### src/rtl/sort_sequencer_pkg.sv
// Shared widths and FSM state type for the sort sequencer and its sorting network.
package sort_sequencer_pkg;

  localparam int NETWORK_WIDTH = 8;
  localparam int INDEX_WIDTH   = 4;

  typedef enum logic [1:0] {
    ST_LOAD  = 2'd0,
    ST_SORT  = 2'd1,
    ST_DRAIN = 2'd2
  } state_e;

endpackage

### src/rtl/sort_network.sv
// Combinational full sorting network (odd-even transposition); carries an index tag
// alongside each value so the caller can recover arrival order.
module sort_network
  import sort_sequencer_pkg::*;
#(
  parameter int SIZE = 4,
  parameter int UP   = 1
) (
  input  logic [SIZE-1:0][NETWORK_WIDTH-1:0] data_i,
  input  logic [SIZE-1:0][INDEX_WIDTH-1:0]   index_i,
  output logic [SIZE-1:0][NETWORK_WIDTH-1:0] data_o,
  output logic [SIZE-1:0][INDEX_WIDTH-1:0]   index_o
);

  logic [SIZE-1:0][NETWORK_WIDTH-1:0] d_s;
  logic [SIZE-1:0][INDEX_WIDTH-1:0]   x_s;
  logic [NETWORK_WIDTH-1:0]           lo_d_s, hi_d_s;
  logic [INDEX_WIDTH-1:0]             lo_x_s, hi_x_s;
  logic                               swap_s;

  // SIZE alternating odd/even compare-exchange passes fully sort any input
  always_comb begin
    d_s    = data_i;
    x_s    = index_i;
    lo_d_s = '0;
    hi_d_s = '0;
    lo_x_s = '0;
    hi_x_s = '0;
    swap_s = 1'b0;
    for (int s = 0; s < SIZE; s++) begin
      for (int i = 0; i < SIZE - 1; i++) begin
        lo_d_s = d_s[i];
        hi_d_s = d_s[i+1];
        lo_x_s = x_s[i];
        hi_x_s = x_s[i+1];
        swap_s = ((i % 2) == (s % 2)) &&
                 ((UP != 0) ? (lo_d_s > hi_d_s) : (lo_d_s < hi_d_s));
        d_s[i]   = swap_s ? hi_d_s : lo_d_s;
        d_s[i+1] = swap_s ? lo_d_s : hi_d_s;
        x_s[i]   = swap_s ? hi_x_s : lo_x_s;
        x_s[i+1] = swap_s ? lo_x_s : hi_x_s;
      end
    end
    data_o  = d_s;
    index_o = x_s;
  end

endmodule

### src/rtl/sort_sequencer.sv
// Frame sorter: loads SIZE samples, sorts them in one cycle through sort_network,
// then drains them in order with their arrival index.
module sort_sequencer
  import sort_sequencer_pkg::*;
#(
  parameter int SIZE = 4,
  parameter int UP   = 1
) (
  input  logic                     clk,
  input  logic                     rst_n,
  input  logic                     clear,
  input  logic                     s_valid,
  output logic                     s_ready,
  input  logic [NETWORK_WIDTH-1:0] s_data,
  output logic                     m_valid,
  input  logic                     m_ready,
  output logic [NETWORK_WIDTH-1:0] m_data,
  output logic [INDEX_WIDTH-1:0]   m_index,
  output logic                     m_last,
  output logic                     busy
);

  localparam int             CW   = $clog2(SIZE);
  localparam logic [CW-1:0]  LAST = CW'(SIZE - 1);

  state_e                             state_q, state_d;
  logic [CW-1:0]                      cnt_q, cnt_d;
  logic                               load_en_s, sort_en_s;
  logic [SIZE-1:0][NETWORK_WIDTH-1:0] slot_q, buf_data_q, net_data_s;
  logic [SIZE-1:0][INDEX_WIDTH-1:0]   buf_idx_q, net_idx_s, tag_s;

  // Slot position is the arrival index, so tags are constants
  always_comb begin
    tag_s = '0;
    for (int i = 0; i < SIZE; i++) begin
      tag_s[i] = INDEX_WIDTH'(i);
    end
  end

  sort_network #(
    .SIZE (SIZE),
    .UP   (UP)
  ) u_net (
    .data_i  (slot_q),
    .index_i (tag_s),
    .data_o  (net_data_s),
    .index_o (net_idx_s)
  );

  // State and shared counter registers
  always_ff @(posedge clk or negedge rst_n) begin
    if (!rst_n) begin
      state_q <= ST_LOAD;
      cnt_q   <= '0;
    end else begin
      state_q <= state_d;
      cnt_q   <= cnt_d;
    end
  end

  // Next-state logic; clear overrides any same-cycle handshake
  always_comb begin
    state_d   = state_q;
    cnt_d     = cnt_q;
    load_en_s = 1'b0;
    sort_en_s = 1'b0;
    if (clear) begin
      state_d = ST_LOAD;
      cnt_d   = '0;
    end else begin
      case (state_q)
        ST_LOAD: begin
          if (s_valid) begin
            load_en_s = 1'b1;
            if (cnt_q == LAST) begin
              state_d = ST_SORT;
              cnt_d   = '0;
            end else begin
              cnt_d = cnt_q + 1'b1;
            end
          end else begin
            cnt_d = cnt_q;
          end
        end
        ST_SORT: begin
          sort_en_s = 1'b1;
          state_d   = ST_DRAIN;
          cnt_d     = '0;
        end
        ST_DRAIN: begin
          if (m_ready) begin
            if (cnt_q == LAST) begin
              state_d = ST_LOAD;
              cnt_d   = '0;
            end else begin
              cnt_d = cnt_q + 1'b1;
            end
          end else begin
            cnt_d = cnt_q;
          end
        end
        default: begin
          state_d = ST_LOAD;
          cnt_d   = '0;
        end
      endcase
    end
  end

  // Data storage: contents are qualified by state, so no reset is needed
  always_ff @(posedge clk) begin
    if (load_en_s) begin
      slot_q[cnt_q] <= s_data;
    end
    if (sort_en_s) begin
      buf_data_q <= net_data_s;
      buf_idx_q  <= net_idx_s;
    end
  end

  // Outputs decoded from registered state; data forced to zero outside DRAIN
  always_comb begin
    s_ready = (state_q == ST_LOAD);
    m_valid = (state_q == ST_DRAIN);
    busy    = (state_q != ST_LOAD);
    if (state_q == ST_DRAIN) begin
      m_data  = buf_data_q[cnt_q];
      m_index = buf_idx_q[cnt_q];
      m_last  = (cnt_q == LAST);
    end else begin
      m_data  = '0;
      m_index = '0;
      m_last  = 1'b0;
    end
  end

endmodule

### config.mk
export PLATFORM = sky130hd
export DESIGN_NAME = sort_sequencer
export DESIGN_NICKNAME = d
export VERILOG_FILES = /design/src/rtl/sort_sequencer_pkg.sv /design/src/rtl/sort_network.sv /design/src/rtl/sort_sequencer.sv
export SDC_FILE = /design/constraint.sdc
export NUM_CORES = 1
export LEC_CHECK = 0
export CELL_PAD_IN_SITES_DETAIL_PLACEMENT = 0
export CELL_PAD_IN_SITES_GLOBAL_PLACEMENT = 2
export CORE_MARGIN = 1.5
export CORE_UTILIZATION = 40
export CTS_CLUSTER_DIAMETER = 50
export DETAILED_ROUTE_END_ITERATION = 6
export PLACE_DENSITY_LB_ADDON = 0.1
export SYNTH_ARGS = -nofsm -noshare
export SYNTH_HDL_FRONTEND = slang
export SYNTH_HIERARCHICAL = 1
export SYNTH_SLANG_ARGS = --single-unit
### constraint.sdc
create_clock -name clk -period 8.9 [get_ports clk]
set_input_delay 1.78 -clock clk [delete_from_list [all_inputs] [get_ports clk]]
set_output_delay 1.78 -clock clk [all_outputs]
set_load 0.02 [all_outputs]
==> flow_summary_export.csv <==
group,metric,value,unit
run_status,status,"finished clean",
yosys,ys_seq_area_frac,0.378,
floorplanning,rows,46,
worst_setup_path,critical_path_peak_fanout,19,
final_layout,drive_gt1_frac,0.136,
detailed_routing,vias,5557,
clock_network,clk_latency,0.35,ns
clock_network,cts_made_buffers,9,
timing,fin_skew,0.0126,ns
placement,gp_congestion,0.933,
final_layout,finish.utilization,0.478,
timing,setup-violations-final,0,
clock_network,h-tree-depth,3,
worst_setup_path,critPathKind,"register to register",
floorplanning,die_h,132,um
global_routing,track_usage,0.218,
final_layout,layout_common_cells,"edfxtp_1 (80), a21oi_1 (62), mux2i_1 (49), ha_1 (49), nor2_1 (47)",
yosys,syn_avg_cell_area,9.75,um^2
yosys,yosys_warnings,6,
yosys,synthAdderAreaFrac,0.0925,
floorplanning,core-area,16100,um^2
yosys,synth_cells,680,
clock_network,cts.path.max_buffers,2,
power_and_ir_drop,swShare,0.365,
worst_setup_path,critPathTopFamily,"compound AO/OA/AOI/OAI gates",
detailed_routing,wl,18600,um
power_and_ir_drop,powerDensity,185,nW/um^2
power_and_ir_drop,total_power,1.42,mW
floorplanning,io_pins,29,
clock_network,path_clk_slew,0.07,ns
worst_setup_path,critPathArrivalTime,8.67,ns
timing,hold_viol,0,
timing,finalCritPeriodShare,0.959,
timing,setup_ws,0.364,ns
global_routing,grt_max_degree,49,
yosys,synth_cell_types,81,
yosys,muxShareOfSynthArea,0.0893,
timing,slew_viol_final,0,
placement,place_ws,0.0193,ns
final_layout,num_antenna_cells,0,
detailed_routing,ant_nets,0,
power_and_ir_drop,peakVddDrop,0.0000869,V
timing,fin_tns_setup,0,ns
worst_setup_path,slowest_delay,0.43,ns
detailed_routing,vias_per_cell,5.75,
worst_setup_path,startpoint_type,"register",
min_path,hold_class,"register to register",
global_routing,grt_pass1_wl,29200,um
power_and_ir_drop,combPwrFrac,0.398,
final_layout,seqCellArea,2500,um^2
detailed_routing,initialDrtViolationCount,556,
global_routing,antenna_found_initial,0,
global_routing,gr-total-overflow,0,
power_and_ir_drop,internal-power,0.905,mW
clock_network,cts_root_buf,"clkbuf_16",
timing,fmax,117,MHz
worst_setup_path,cp_slowest_cell,"a2111oi_1",
detailed_routing,post_drt_wl_per_cell,19.3,um
clock_network,cts_tree,"done",
final_layout,fill_cells,1505,
final_layout,syn2layout_area_growth,15.9,%
yosys,synth-edff-count,80,
clock_network,clock_sinks,84,
yosys,synth_compound_area_frac,0.245,
run,maxCapViolations,0,
yosys,syn_area,6630,um^2
worst_setup_path,critPathBufInv,5,
timing,maxSlewHeadroom,0.470,
worst_setup_path,critPathRequiredTime,9.03,ns
placement,port_buffers,28,
timing,tightestPinTransition,0.792,ns
yosys,synthFlopType,"edfxtp_1",
final_layout,multi_input_area,3970,um^2
yosys,async_flop_share,0.0476,
yosys,synth_xor_area_frac,0.00245,
floorplanning,die-width,132,um
yosys,synth_top_family_by_area,"compound AO/OA/AOI/OAI gates",
timing,fin_crit,8.54,ns
global_routing,grt_pass1_vias,5185,
detailed_routing,first_pass_iters,5,
power_and_ir_drop,power_frac_clock,0.269,
final_layout,final_common_cell,"edfxtp_1",
detailed_routing,remaining_drc_errors,0,
placement,dp_hpwl,14700,um
final_layout,nets,808,
power_and_ir_drop,leakage,2.97,nW
floorplanning,die-area,17400,um^2
power_and_ir_drop,p_switching,0.520,mW
yosys,ys_ff_latch,84,
power_and_ir_drop,p_seq_frac,0.333,
worst_setup_path,endpoint_kind,"register",
yosys,synth-simple-area-share,0.139,
floorplanning,start_util,0.413,
logic make-up (layout without fill, tap and decap cells):
kind of cell	after synthesis	after routing
buffers and inverters	78	111
muxes	58	58
adders and majority gates	49	49
xor gates and xnor gates	1	1
other	2	40
DFF	84	84
and+or+nand+nor	174	174
AOI/OAI and AO/OA	234	234
flip-flops by register name, indices dropped and copies added (netlist names):
name and cells:
buf_idx_q 16, state_q 2, cnt_q 2, buf_data_q 32, slot_q 32
cell usage after synthesis (9+ instances only):
cell / instances / area, um^2
o211ai_1: 25 / 188
inv_1: 40 / 150
o22ai_1: 12 / 75.1
a21o_1: 10 / 75.1
edfxtp_1: 80 / 2400
mux2i_1: 49 / 490
nor2_1: 47 / 176
and2_1: 16 / 100
ha_1: 49 / 613
nand2_1: 25 / 93.8
buf_2: 10 / 50.1
a21oi_1: 65 / 325
o21ai_0: 30 / 150
nor3_1: 18 / 90.1
nand3_1: 10 / 50.1
clkbuf_1: 17 / 63.8
mux2_2: 9 / 101
nand4_1: 11 / 68.8
a31oi_1: 11 / 68.8
routing by layer:
metal | share of wire | track usage
met1 | 0.51 | 0.319
met2 | 0.43 | 0.333
met3 | 0.038 | 0.0266
met4 | 0.021 | 0.0728
met5 | 0 | 0
metrics by stage:
stage,hold WS (ns),instance area [um^2],cells
after global routing,0.646,7680,967
final,0.595,7680,967
after floorplan,0.527,6770,718
after global placement,0.577,7310,948
after CTS,0.598,7620,964
after detailed placement,0.588,7310,948
worst register-to-register path: cells and delay by family, from the launching register on:
family / cells / cell delay [ns]
adders and majority gates: 4 / 1.25
and+or+nand+nor: 8 / 1.53
DFF: 1 / 0.42
muxes: 1 / 0.39
AOI/OAI and AO/OA: 17 / 3.70
buffers and inverters: 5 / 1.03
timing repair:
action,in CTS,in global routing
hold buffers,0,0
setup endpoints to repair,4,24
pin swaps,0,2
buffers inserted,0,3
resized for setup,2,11
power groups by stage:
stage	Clock (mW)	Sequential (mW)	Combinational, mW
after detailed placement	0	0.483	0.544
after CTS	0.393	0.474	0.550
after global routing	0.405	0.475	0.621
final	0.384	0.474	0.567
after floorplan	0	0.482	0.401
after global placement	0	0.482	0.535
path summary, 6_finish.rpt:
| check | from | end | slack [ns] | depth (start not counted) |
|---|---|---|---|---|
| setup / recovery | slot_q[7] | buf_idx_q[4] | 0.36 | 35 |
| hold / removal | state_q[0] | cnt_q[0] | 0.60 | 1 |
| setup reg to reg | slot_q[7] | buf_idx_q[4] | 0.36 | 35 |
| hold reg to reg | state_q[0] | cnt_q[0] | 0.60 | 1 |
| max in group asynchronous | rst_n | state_q[1] | 7.08 | 1 |
| min in group asynchronous | rst_n | cnt_q[0] | 1.64 | 1 |
cell type report:
| cell class | instances | share of cell area |
|---|---|---|
| multi-input cells | 556 | 0.517 |
| flip-flops and latches | 84 | 0.326 |
| repair buffers | 55 | 0.0634 |
| well taps | 216 | 0.0352 |
| clock buffers | 9 | 0.0293 |
| inverters | 40 | 0.0195 |
| clock inverters | 7 | 0.00961 |
Power figures use the tool's default switching activity.
